==> config.mk <==
export PLATFORM = sky130hd
export DESIGN_NAME = uart_rx_frame_ctrl
export DESIGN_NICKNAME = d
export VERILOG_FILES = /design/src/rtl/uart_rx_frame_ctrl_pkg.sv /design/src/rtl/cntr_rx_timeout_ovf.sv /design/src/rtl/uart_rx_frame_ctrl.sv
export SDC_FILE = /design/constraint.sdc
export NUM_CORES = 1
export LEC_CHECK = 0
export CAP_MARGIN = 20
export CORE_MARGIN = 4
export CORE_UTILIZATION = 50
export CTS_BUF_LIST = sky130_fd_sc_hd__clkbuf_8
export DETAILED_ROUTE_END_ITERATION = 10
export HOLD_SLACK_MARGIN = 0.03
export PLACE_DENSITY = 0.71
export SYNTH_ARGS = -nofsm -noshare
export SYNTH_HDL_FRONTEND = slang
export SYNTH_HIERARCHICAL = 1
export SYNTH_SLANG_ARGS = --single-unit
==> constraint.sdc <==
create_clock -name clk -period 5.75 [get_ports clk]
set_clock_uncertainty 0.15 [all_clocks]
set_input_delay 0.8625 -clock clk [delete_from_list [all_inputs] [get_ports clk]]
set_output_delay 0.8625 -clock clk [all_outputs]
set_load 0.01 [all_outputs]
==> src/rtl/uart_rx_frame_ctrl_pkg.sv <==
// uart_rx_frame_ctrl_pkg: shared word type, frame FSM states and framing constants
package uart_rx_frame_ctrl_pkg;

    localparam int WORD_W = 8;

    typedef logic [WORD_W-1:0] word_length_t;

    typedef enum logic [2:0] {
        IDLE,
        GET_LEN,
        GET_CMD,
        GET_PAYLOAD,
        GET_END,
        ACCEPT,
        ERR
    } rx_frame_state_t;

    localparam word_length_t START_MK    = 8'hFE;
    localparam word_length_t END_MK      = 8'hEF;
    localparam int           MAX_PAYLOAD = 16;
    localparam int           TIMEOUT_CYC = 5208;

endpackage

==> src/rtl/cntr_rx_timeout_ovf.sv <==
// cntr_rx_timeout_ovf: clear/enable counter flagging ovf once LIMIT-1 cycles have elapsed
module cntr_rx_timeout_ovf
    import uart_rx_frame_ctrl_pkg::*;
#(
    parameter int LIMIT = TIMEOUT_CYC
) (
    input  logic clk,
    input  logic rst,
    input  logic clr,
    input  logic en,
    output logic ovf
);

    localparam int W = $clog2(LIMIT);

    logic [W-1:0] cnt;

    assign ovf = cnt == W'(LIMIT - 1);

    // count idle cycles, saturating at the overflow value until cleared
    always_ff @(posedge clk or posedge rst) begin
        if (rst)
            cnt <= '0;
        else if (clr)
            cnt <= '0;
        else if (en && !ovf)
            cnt <= cnt + 1'b1;
    end

endmodule

==> src/rtl/uart_rx_frame_ctrl.sv <==
// uart_rx_frame_ctrl: parses START/LEN/CMD/payload/END frames from the UART receiver
module uart_rx_frame_ctrl
    import uart_rx_frame_ctrl_pkg::*;
#(
    parameter int                DATA_W      = WORD_W,
    parameter int                MAX_PAYLOAD = uart_rx_frame_ctrl_pkg::MAX_PAYLOAD,
    parameter int                TIMEOUT_CYC = uart_rx_frame_ctrl_pkg::TIMEOUT_CYC,
    parameter logic [DATA_W-1:0] START_MK    = uart_rx_frame_ctrl_pkg::START_MK,
    parameter logic [DATA_W-1:0] END_MK      = uart_rx_frame_ctrl_pkg::END_MK
) (
    input  logic                             clk,
    input  logic                             rst,
    input  logic                             rx_done,
    input  logic [DATA_W-1:0]                rx_data,
    output logic                             wr_en,
    output logic [$clog2(MAX_PAYLOAD)-1:0]   wr_addr,
    output logic [DATA_W-1:0]                wr_data,
    output logic                             cmd_valid,
    output logic [DATA_W-1:0]                cmd_code,
    output logic [$clog2(MAX_PAYLOAD+1)-1:0] cmd_len,
    output logic                             frame_err,
    output logic                             busy
);

    localparam int AW = $clog2(MAX_PAYLOAD);
    localparam int LW = $clog2(MAX_PAYLOAD + 1);

    rx_frame_state_t   state, state_nxt;
    logic [LW-1:0]     remaining;
    logic [LW-1:0]     len_sh;
    logic [AW-1:0]     idx;
    logic [DATA_W-1:0] code_sh;
    logic              ovf;
    logic              in_frame;
    logic              len_ok;
    logic              wr_nxt;
    logic              cmd_nxt;
    logic              err_nxt;

    assign len_ok = rx_data != '0 && rx_data <= DATA_W'(MAX_PAYLOAD + 1);

    cntr_rx_timeout_ovf #(
        .LIMIT(TIMEOUT_CYC)
    ) u_timeout (
        .clk(clk),
        .rst(rst),
        .clr(rx_done || !in_frame),
        .en (in_frame),
        .ovf(ovf)
    );

    // state register
    always_ff @(posedge clk or posedge rst) begin
        if (rst)
            state <= IDLE;
        else
            state <= state_nxt;
    end

    // next state: a word always takes priority over a coincident timeout
    always_comb begin
        state_nxt = state;
        case (state)
            IDLE:        state_nxt = rx_done && rx_data == START_MK ? GET_LEN : IDLE;
            GET_LEN:     state_nxt = rx_done ? (len_ok ? GET_CMD : ERR) : ovf ? ERR : state;
            GET_CMD:     state_nxt = rx_done ? (remaining == '0 ? GET_END : GET_PAYLOAD) : ovf ? ERR : state;
            GET_PAYLOAD: state_nxt = rx_done ? (remaining == LW'(1) ? GET_END : GET_PAYLOAD) : ovf ? ERR : state;
            GET_END:     state_nxt = rx_done ? (rx_data == END_MK ? ACCEPT : ERR) : ovf ? ERR : state;
            default:     state_nxt = IDLE;
        endcase
    end

    // decoded controls that feed the registered strobes and the timeout counter
    always_comb begin
        busy     = state != IDLE;
        in_frame = state inside {GET_LEN, GET_CMD, GET_PAYLOAD, GET_END};
        wr_nxt   = state == GET_PAYLOAD && rx_done;
        cmd_nxt  = state == ACCEPT;
        err_nxt  = state == ERR;
    end

    // registered strobes, write port, result registers and frame bookkeeping
    always_ff @(posedge clk or posedge rst) begin
        if (rst) begin
            wr_en     <= 1'b0;
            wr_addr   <= '0;
            wr_data   <= '0;
            cmd_valid <= 1'b0;
            cmd_code  <= '0;
            cmd_len   <= '0;
            frame_err <= 1'b0;
            remaining <= '0;
            len_sh    <= '0;
            idx       <= '0;
            code_sh   <= '0;
        end else begin
            wr_en     <= wr_nxt;
            cmd_valid <= cmd_nxt;
            frame_err <= err_nxt;
            if (wr_nxt) begin
                wr_addr   <= idx;
                wr_data   <= rx_data;
                idx       <= idx + 1'b1;
                remaining <= remaining - 1'b1;
            end
            if (cmd_nxt) begin
                cmd_code <= code_sh;
                cmd_len  <= len_sh;
            end
            if (state == GET_LEN && rx_done) begin
                remaining <= LW'(rx_data - 1'b1);
                len_sh    <= LW'(rx_data - 1'b1);
                idx       <= '0;
            end
            if (state == GET_CMD && rx_done)
                code_sh <= rx_data;
            if (err_nxt)
                idx <= '0;
        end
    end

endmodule

Word level (Yosys, flattened, before mapping)
Index checks and enable logic that the tools add are counted.
{"block": "totals", "register_bits": 66, "inputBits": 11}
{"block": "op_classes", "magnitude_cmp": 1, "eq_ne": 10, "n_addsub": 4, "muxes": 18, "n_reduce_logical": 17}
{"cell": "$mux 13", "n": 2}
{"cell": "$mux 3", "n": 8}
{"cell": "$eq 8x8->1 const B", "n": 2}
{"cell": "$pmux 3 s5", "n": 1}
{"cell": "$add 13x1->13 const B", "n": 1}
{"cell": "$eq 13x13->1 const B", "n": 1}
{"cell": "$mux 4", "n": 3}
{"cell": "$mux 5", "n": 2}
{"cell": "$sub 5x1->5 const B", "n": 2}
{"cell": "$eq 3x3->1 const B", "n": 3}
{"cell": "$le 8x5->1 const B", "n": 1}
{"cell": "$reduce_bool 8->1", "n": 1}
{"cell": "$eq 3x2->1 const B", "n": 2}
{"cell": "$logic_and 1x1->1", "n": 6}
{"cell": "$reduce_bool 3->1", "n": 2}
{"cell": "$eq 5x1->1 const B", "n": 1}
{"cell": "$logic_not 5->1", "n": 1}
{"cell": "$add 4x1->4 const B", "n": 1}
{"cell": "$reduce_bool 2->1", "n": 2}
{"cell": "$reduce_bool 4->1", "n": 1}
{"cell": "$eq 3x1->1 const B", "n": 1}
{"cell": "$logic_not 3->1", "n": 1}
{"cell": "$logic_not 1->1", "n": 2}
{"cell": "$mux 2", "n": 1}
{"cell": "other kinds (2)", "n": 2}

Longest topological paths before layout
Gate-level depths: netlist (run 1).
{"block": "logic_depth", "word_depth": 5, "depth_mapped": 8, "depth_no_buf": 7}

Cells and area by module
Netlist (run 1), hierarchy kept.
{"module": "uart_rx_frame_ctrl", "cells_per_inst": 227, "area_each_um2": 2444.8, "seq_area_each_um2": 1326.3, "instances": 1}
{"module": "cntr_rx_timeout_ovf", "cells_per_inst": 85, "area_each_um2": 788.3, "seq_area_each_um2": 325.3, "instances": 1}

Worst setup path before layout (run 1)
Ideal clock, no wire load.
{"block": "synth_timing", "path_type": "input to register", "startpoint": "input port rx_done", "endpoint": "register u_timeout.cnt[3]", "cell_stages": 6, "setup_ns": 0.116, "path_slack_ns": 3.219, "path_buffers": 2, "arrival_time_ns": 2.265, "path_cell_list": "buf_2 -> or3_1 -> clkbuf_1 -> or2_2 -> or3b_1 -> o311ai_0"}
{"block": "synth_via", "elab_chain_len": 2}
{"item": "start, declared", "line": "uart_rx_frame_ctrl.sv:13", "text": "input logic rx_done,"}
{"item": "$logic_or 1x1->1 (*)", "line": "uart_rx_frame_ctrl.sv:47", "text": ".clr(rx_done || !in_frame),"}
{"item": "$mux 13 or $reduce_bool 2->1 (tied branches)"}
{"item": "end signal, assigned", "line": "cntr_rx_timeout_ovf.sv:27", "text": "cnt <= cnt + 1'b1;"}
{"item": "end, declared", "line": "cntr_rx_timeout_ovf.sv:16", "text": "logic [W-1:0] cnt;"}
Mark *: on every way between the ends. The rest lies on a longest branch, timed or not.
A chain may end at the register's enable or synchronous reset.

Worst setup path in the final report (run 1)
{"block": "layout_timing", "startpoint": "register state[1]", "endpoint": "register u_timeout.cnt[11]"}
{"block": "layout_via", "elab_chain_len": 5}
{"item": "start, declared", "line": "uart_rx_frame_ctrl.sv:28", "text": "rx_frame_state_t state, state_nxt;"}
{"item": "start signal, assigned", "line": "uart_rx_frame_ctrl.sv:57", "text": "state <= state_nxt;"}
{"item": "$eq 3x1->1, or another cell as far along", "line": "uart_rx_frame_ctrl.sv:76", "text": "in_frame = state inside {GET_LEN, GET_CMD, GET_PAYLOAD, GET_END};"}
{"item": "$reduce_bool 4->1 (*)", "line": "uart_rx_frame_ctrl.sv:76"}
{"item": "via in_frame", "line": "uart_rx_frame_ctrl.sv:34", "text": "logic in_frame;"}
{"item": "$logic_not 1->1", "line": "uart_rx_frame_ctrl.sv:47"}
{"item": "$logic_or 1x1->1", "line": "uart_rx_frame_ctrl.sv:47"}
{"item": "$mux 13 or $reduce_bool 2->1 (tied branches)"}
The timed path passes the listed nets; every way through them passes the cells marked *.

==> flow_metrics.tcl, run 1 <==
set metrics [dict create \
    hp-class "flip-flop to flip-flop" \
    grt_pass1_wl_um 11300 \
    clk_latency_ns 0.34 \
    rrSetupSlack_ns 2.79 \
    hold_buffers 0 \
    cts.clk_slew.worst_paths_ns 0.07 \
    fmax_mhz 338 \
    finalSetupViolCount 0 \
    cp_top_family "simple AND/OR/NAND/NOR gates" \
    io_pins 40 \
    drt-pass1-iter-count 4 \
    diodes 0 \
    wl_met2_um 3000 \
    tritoncts "yes" \
    fill_cells 531 \
    fin_tns_setup_ns 0 \
    die-area_mm2 0.00782 \
    async_flop_share_pct 100 \
    hold_viol_final 0 \
    synth_cells 312 \
    maxSlewHeadroom_pct 51.9 \
    worstSetupPathType "flip-flop to flip-flop" \
    synth-edff-count 0 \
    place_congestion 0.775 \
    grt_overflow 0 \
    cts_sinks 66 \
    synth_nets 333 \
    drive_gt1_share_pct 13.8 \
    ant_nets 0 \
    seq_area_frac_synth_pct 51.1 \
    root_buffer "clkbuf_8" \
    avgViaCountPerCell 5.61 \
    syn_to_final_growth_pct 19.8 \
    finalCritPeriodShare_pct 51.5 \
    drc 0 \
    synth_top_area_share_pct 51.1 \
    crit_path_max_incr_delay_ns 0.57 \
    route.top_layer_used "met4" \
    die_x_um 88.4 \
    dr_total_vias 2417 \
    finalCriticalPeriod_ns 2.96 \
    slew_viol_final 0 \
    m1WireLength_um 3290 \
    synth_area_per_cell_um2 10.4 \
    crit_fanout 16 \
    fin_hold_ws_ns 0.333 \
    initial_core_util_pct 51.2 \
    fin_nets 370 \
    ctsResizeCount 0 \
    die_height_um 88.4 \
    numCtsBuffers 9 \
    grt_max_degree 28 \
    leakagePower_nw 1.72 \
    max_slew.worst_pin.slew_ns 0.720 \
    ys_seq_elements 66 \
    outcome "complete, no violations" \
    ys_types 49 \
    postCtsSetupBuffers 0 \
    dp_hpwl_um 4620 \
    crit_slowest_cell "dfrtp_1" \
    drt-wirelength-per-cell_um 15.5 \
    row_count 29 \
    peakVddDrop_v 0.000270 \
    cp_common_cell "nor2_1" \
    arrival_ns 3.04 \
    post-route-util_pct 61.3 \
    start_kind "flip-flop" \
    synth.area.top_cells "dfrtp_1, mux2_2, nand2_1, ha_1, nor2_1" \
    coreArea_mm2 0.00631 \
    drt_iter0_drc 87 \
    dr_wl_met3_um 243 \
    cap_viol_max_count 0 \
    antenna_found_initial 0 \
    critPathRequiredTime_ns 5.83 \
    instances_no_fill 431 \
    worstPathCellList "nor2_1, nor2b_1, nor2_1, nand4_1, nor4_1, mux2_2" \
    grt.total_usage_pct 18.9 \
    power.density_mw_per_mm2 431 \
    yosys.area.top_type "dfrtp_1" \
    yosysWarnings 6 \
    crit_buf_inv 0 \
    htree_levels 3 \
    netlist_area_mm2 0.00323 \
    crit_path_end_kind "flip-flop" \
    clk_path_buf_depth 2 \
    grt_pass1_vias 2394 \
    place_inst 415 \
    numPortBuffers 39 \
    rsz0062_at_grt "no" \
    synth_flop_cell "dfrtp_1" \
    wl_um 6660 \
]
[synth_stat cells, drive strengths merged, types with 2 or more instances]
cell type / count
nor3b: 3
a21o: 3
o31ai: 5
o21ai: 14
nor3: 8
and3: 4
dfrtp: 66
o22ai: 2
buf: 9
nand4b: 2
clkbuf: 5
nand4: 5
nor2b: 4
or3: 4
a221o: 2
a21oi: 14
nor2: 19
nand3: 6
or4: 5
mux2i: 2
xnor2: 3
ha: 10
nand2b: 4
nand3b: 4
inv: 17
mux2: 26
nor4: 4
nand2: 46
[worst paths after layout]
| path | start | to | cells past startpoint |
|---|---|---|---|
| worst max-delay path | state[1] | u_timeout/cnt[11] | 6 |
| worst min-delay path | wr_data[6] | wr_data[6] | 2 |
| worst max register to register | state[1] | u_timeout/cnt[11] | 6 |
| worst min register to register | wr_data[6] | wr_data[6] | 2 |
| max in group asynchronous | rst | wr_addr[1] | 3 |
| min in group asynchronous | rst | u_timeout/cnt[8] | 2 |
[final cells by class]
cell class / instances / area (um2) / share of cell area [%]
Sequential cell: 66 / 1650 / 42.6
Multi-Input combinational cell: 215 / 1450 / 37.3
Clock inverter: 5 / 53.8 / 1.39
Clock buffer: 11 / 151 / 3.91
Tap cell: 77 / 96.3 / 2.49
Timing Repair Buffer: 40 / 410 / 10.6
Inverter: 17 / 63.8 / 1.65
[state kept, by name (all words and copies together), names as in the netlist]
| name | count |
|---|---|
| cmd_code | 8 |
| cmd_len | 5 |
| cmd_valid | 1 |
| code_sh | 8 |
| frame_err | 1 |
| idx | 4 |
| len_sh | 5 |
| remaining | 5 |
| state | 3 |
| u_timeout/cnt | 13 |
| wr_addr | 4 |
| wr_data | 8 |
| wr_en | 1 |
[routing by layer]
layer / up-vias / track usage [%]
met4: 0 / 7.97
li1: 1172 / -
met5: - / 0
met2: 36 / 27.9
met1: 1199 / 25.9
met3: 10 / 6.05
[placed cells by master (no fill, tap or decap), types with 4 or more instances in the layout]
cell type,count
clkdlybuf4s50_1,39
inv_1,16
nor3_1,8
nor4_1,4
dfrtp_1,66
nand4_1,5
and3_1,4
or3_1,4
nand2b_1,4
nor2_1,19
a21oi_1,14
clkbuf_8,11
mux2_2,25
ha_1,10
o31ai_1,5
nand2_1,46
nor2b_1,4
or4_1,5
o21ai_0,14
nand3_1,6
[report_power, final]
part | leakage [nW] | internal, mW | switching, mW
logic | 0.756 | 0.300 | 0.246
clock network | 0.103 | 0.222 | 0.178
registers | 0.858 | 0.609 | 0.115
[worst register-to-register path, cell delays in order, from the launching register on]
cell	delay [ns]
dfrtp_1	0.57
nor2_1	0.39
nor2b_1	0.14
nor2_1	0.45
nand4_1	0.40
nor4_1	0.39
mux2_2	0.37
[kinds of logic (layout without fill, tap and decap cells)]
kind of cell	count (synthesis)	after routing	share of synthesized area, %
simple gates	125	125	20.5
flops	66	66	51.1
fa+ha+maj	10	10	3.87
compound gates	48	48	9.52
buf+inv	31	73	4.22
xor+xnor	4	4	1.08
mux	28	28	9.67
[stage by stage]
stage / instance area, um2 / worst slack [ns] / total power, mW
2_1_floorplan: 3230 / 3.22 / 1.06
3_3_place_gp: 3650 / 2.56 / 1.26
3_5_place_dp: 3670 / 2.51 / 1.28
4_1_cts: 3870 / 2.78 / 1.69
5_1_grt: 3870 / 2.47 / 1.79
6_report: 3870 / 2.79 / 1.67
No activity file was read; power rests on OpenSTA's default activity.
==> run 2, diff against run 1 <==
--- a/config.mk
+++ b/config.mk
@@ -11,7 +11,7 @@
 export CTS_BUF_LIST = sky130_fd_sc_hd__clkbuf_8
 export DETAILED_ROUTE_END_ITERATION = 10
 export HOLD_SLACK_MARGIN = 0.03
-export PLACE_DENSITY = 0.71
+export PLACE_DENSITY = 0.74
 export SYNTH_ARGS = -nofsm -noshare
 export SYNTH_HDL_FRONTEND = slang
 export SYNTH_HIERARCHICAL = 1
==> constraint.sdc (replaced) <==
create_clock -name clk -period 2.5 [get_ports clk]
set_clock_uncertainty 0.15 [all_clocks]
set_input_delay 0.375 -clock clk [delete_from_list [all_inputs] [get_ports clk]]
set_output_delay 0.375 -clock clk [all_outputs]
set_load 0.01 [all_outputs]
==> flow_metrics.tcl, run 2 (synthesis results as in run 1) <==
set metrics [dict create \
    dp_slack_ns 0.144 \
    finalSetupViolCount 0 \
    die_height_um 88.4 \
    cts_sinks 66 \
    largest_reg_flops 13 \
    grt.total_usage_pct 19.7 \
    dr_total_vias 2461 \
    rr_startpoint "u_timeout/cnt[7]" \
    rsz0062_at_grt "no" \
    finalCriticalPeriod_ns 2.34 \
    drt-wirelength-per-cell_um 15.8 \
    setup_ws_ns 0.161 \
    cts.clk_slew.worst_paths_ns 0.08 \
    ant_nets 0 \
    grt_pass1_wl_um 11800 \
    cap_viol_max_count 0 \
    coreArea_mm2 0.00631 \
    fill_cells 512 \
    die_x_um 88.4 \
    maxSlewHeadroom_pct 61.4 \
    place_inst 429 \
    diodes 0 \
    register_area_mm2 0.00165 \
    arrival_ns 2.41 \
    hp-class "primary input to async pin" \
    worstSetupPathType "flip-flop to flip-flop" \
    top_register "u_timeout/cnt" \
    antenna_found_initial 0 \
    p_total_mw 4.13 \
    dp_hpwl_um 4920 \
    root_buffer "clkbuf_8" \
    htree_levels 3 \
    wl_um 7010 \
    die-area_mm2 0.00782 \
    row_count 29 \
    place_congestion 0.853 \
    fin_tns_setup_ns 0 \
    initial_core_util_pct 51.2 \
    hold_viol_final 0 \
    hold_buffers 0 \
    drt-pass1-iter-count 4 \
    ctsResizeCount 0 \
    crit_path_end_kind "flip-flop" \
    startpoint "u_timeout/cnt[7]" \
    postCtsSetupBuffers 0 \
    multiInputGateArea_mm2 0.00145 \
    numCtsBuffers 9 \
    grt_max_degree 35 \
    numPortBuffers 39 \
    clk_latency_ns 0.34 \
    grt_pass1_vias 2446 \
    drive_gt1_share_pct 17.1 \
    finalCritPeriodShare_pct 93.6 \
    clk_path_buf_depth 2 \
    start_kind "flip-flop" \
    crit_fanout 5 \
    drc 0 \
    tritoncts "yes" \
    fin_nets 384 \
    instances_no_fill 445 \
    fmax_mhz 427 \
    max_slew.worst_pin.slew_ns 0.578 \
    outcome "complete, no violations" \
    critPathRequiredTime_ns 2.57 \
    post-route-util_pct 63.6 \
    peakVddDrop_v 0.000736 \
    power.density_mw_per_mm2 1030 \
    grt_overflow 0 \
    avgViaCountPerCell 5.53 \
    mostFrequentLayoutCell "dfrtp_1" \
    drt_iter0_drc 149 \
    slew_viol_final 0 \
    syn_to_final_growth_pct 24.1 \
    final_cell_mix "dfrtp_1, nand2_1, clkdlybuf4s50_1, mux2_2, nor2_1" \
    leakagePower_nw 1.80 \
    io_pins 40 \
]
-- run 2: path summary, 6_finish.rpt --
kind,slack [ns],cells past startpoint,to
min reg2reg,0.33,2,wr_addr[0]
min,0.23,2,cmd_code[0]
max reg2reg,0.16,6,state[0]
min in group clk,0.33,2,wr_addr[0]
max in group asynchronous,1.45,3,state[1]
max,0.16,6,state[0]
-- run 2: routing by layer --
layer | part of all wire, % | vias to the layer above | wire length [um] | GRT usage, %
met5 | 0 | - | 0 | 0
met4 | 1.5 | 0 | 105 | 8.52
met3 | 3.6 | 8 | 252 | 3.45
met2 | 46 | 44 | 3210 | 29.7
met1 | 49 | 1208 | 3450 | 28.1
li1 | - | 1201 | - | -
-- run 2: worst max-delay path, cell delays in order (launching register included) --
cell     delay [ns]
dfrtp_1        0.42
or4b_4         0.59
nor3_1         0.44
inv_1          0.12
a21oi_1        0.16
nor4_1         0.05
or3_1          0.30
-- run 2: report_power, final --
group / total, mW / internal [mW] / switching [mW]
registers: 1.61 / 1.40 / 0.213
logic: 1.44 / 0.765 / 0.677
clock network: 1.07 / 0.662 / 0.411
total: 4.13 / 2.83 / 1.30
-- run 2: metrics by stage --
stage	hold WS (ns)	cell area [um2]
2_1_floorplan	0.102	3230
3_3_place_gp	0.310	3770
3_5_place_dp	0.311	3770
4_1_cts	0.234	4010
5_1_grt	0.254	4010
6_report	0.225	4010
-- run 2: area by class of cell --
cell class	instances	area share, %
multi-input cells	215	36.0
clock buffers	9	3.09
inverters	17	1.59
well taps	77	2.40
clock inverters	7	2.93
flip-flops and latches	66	41.1
repair buffers	54	12.8
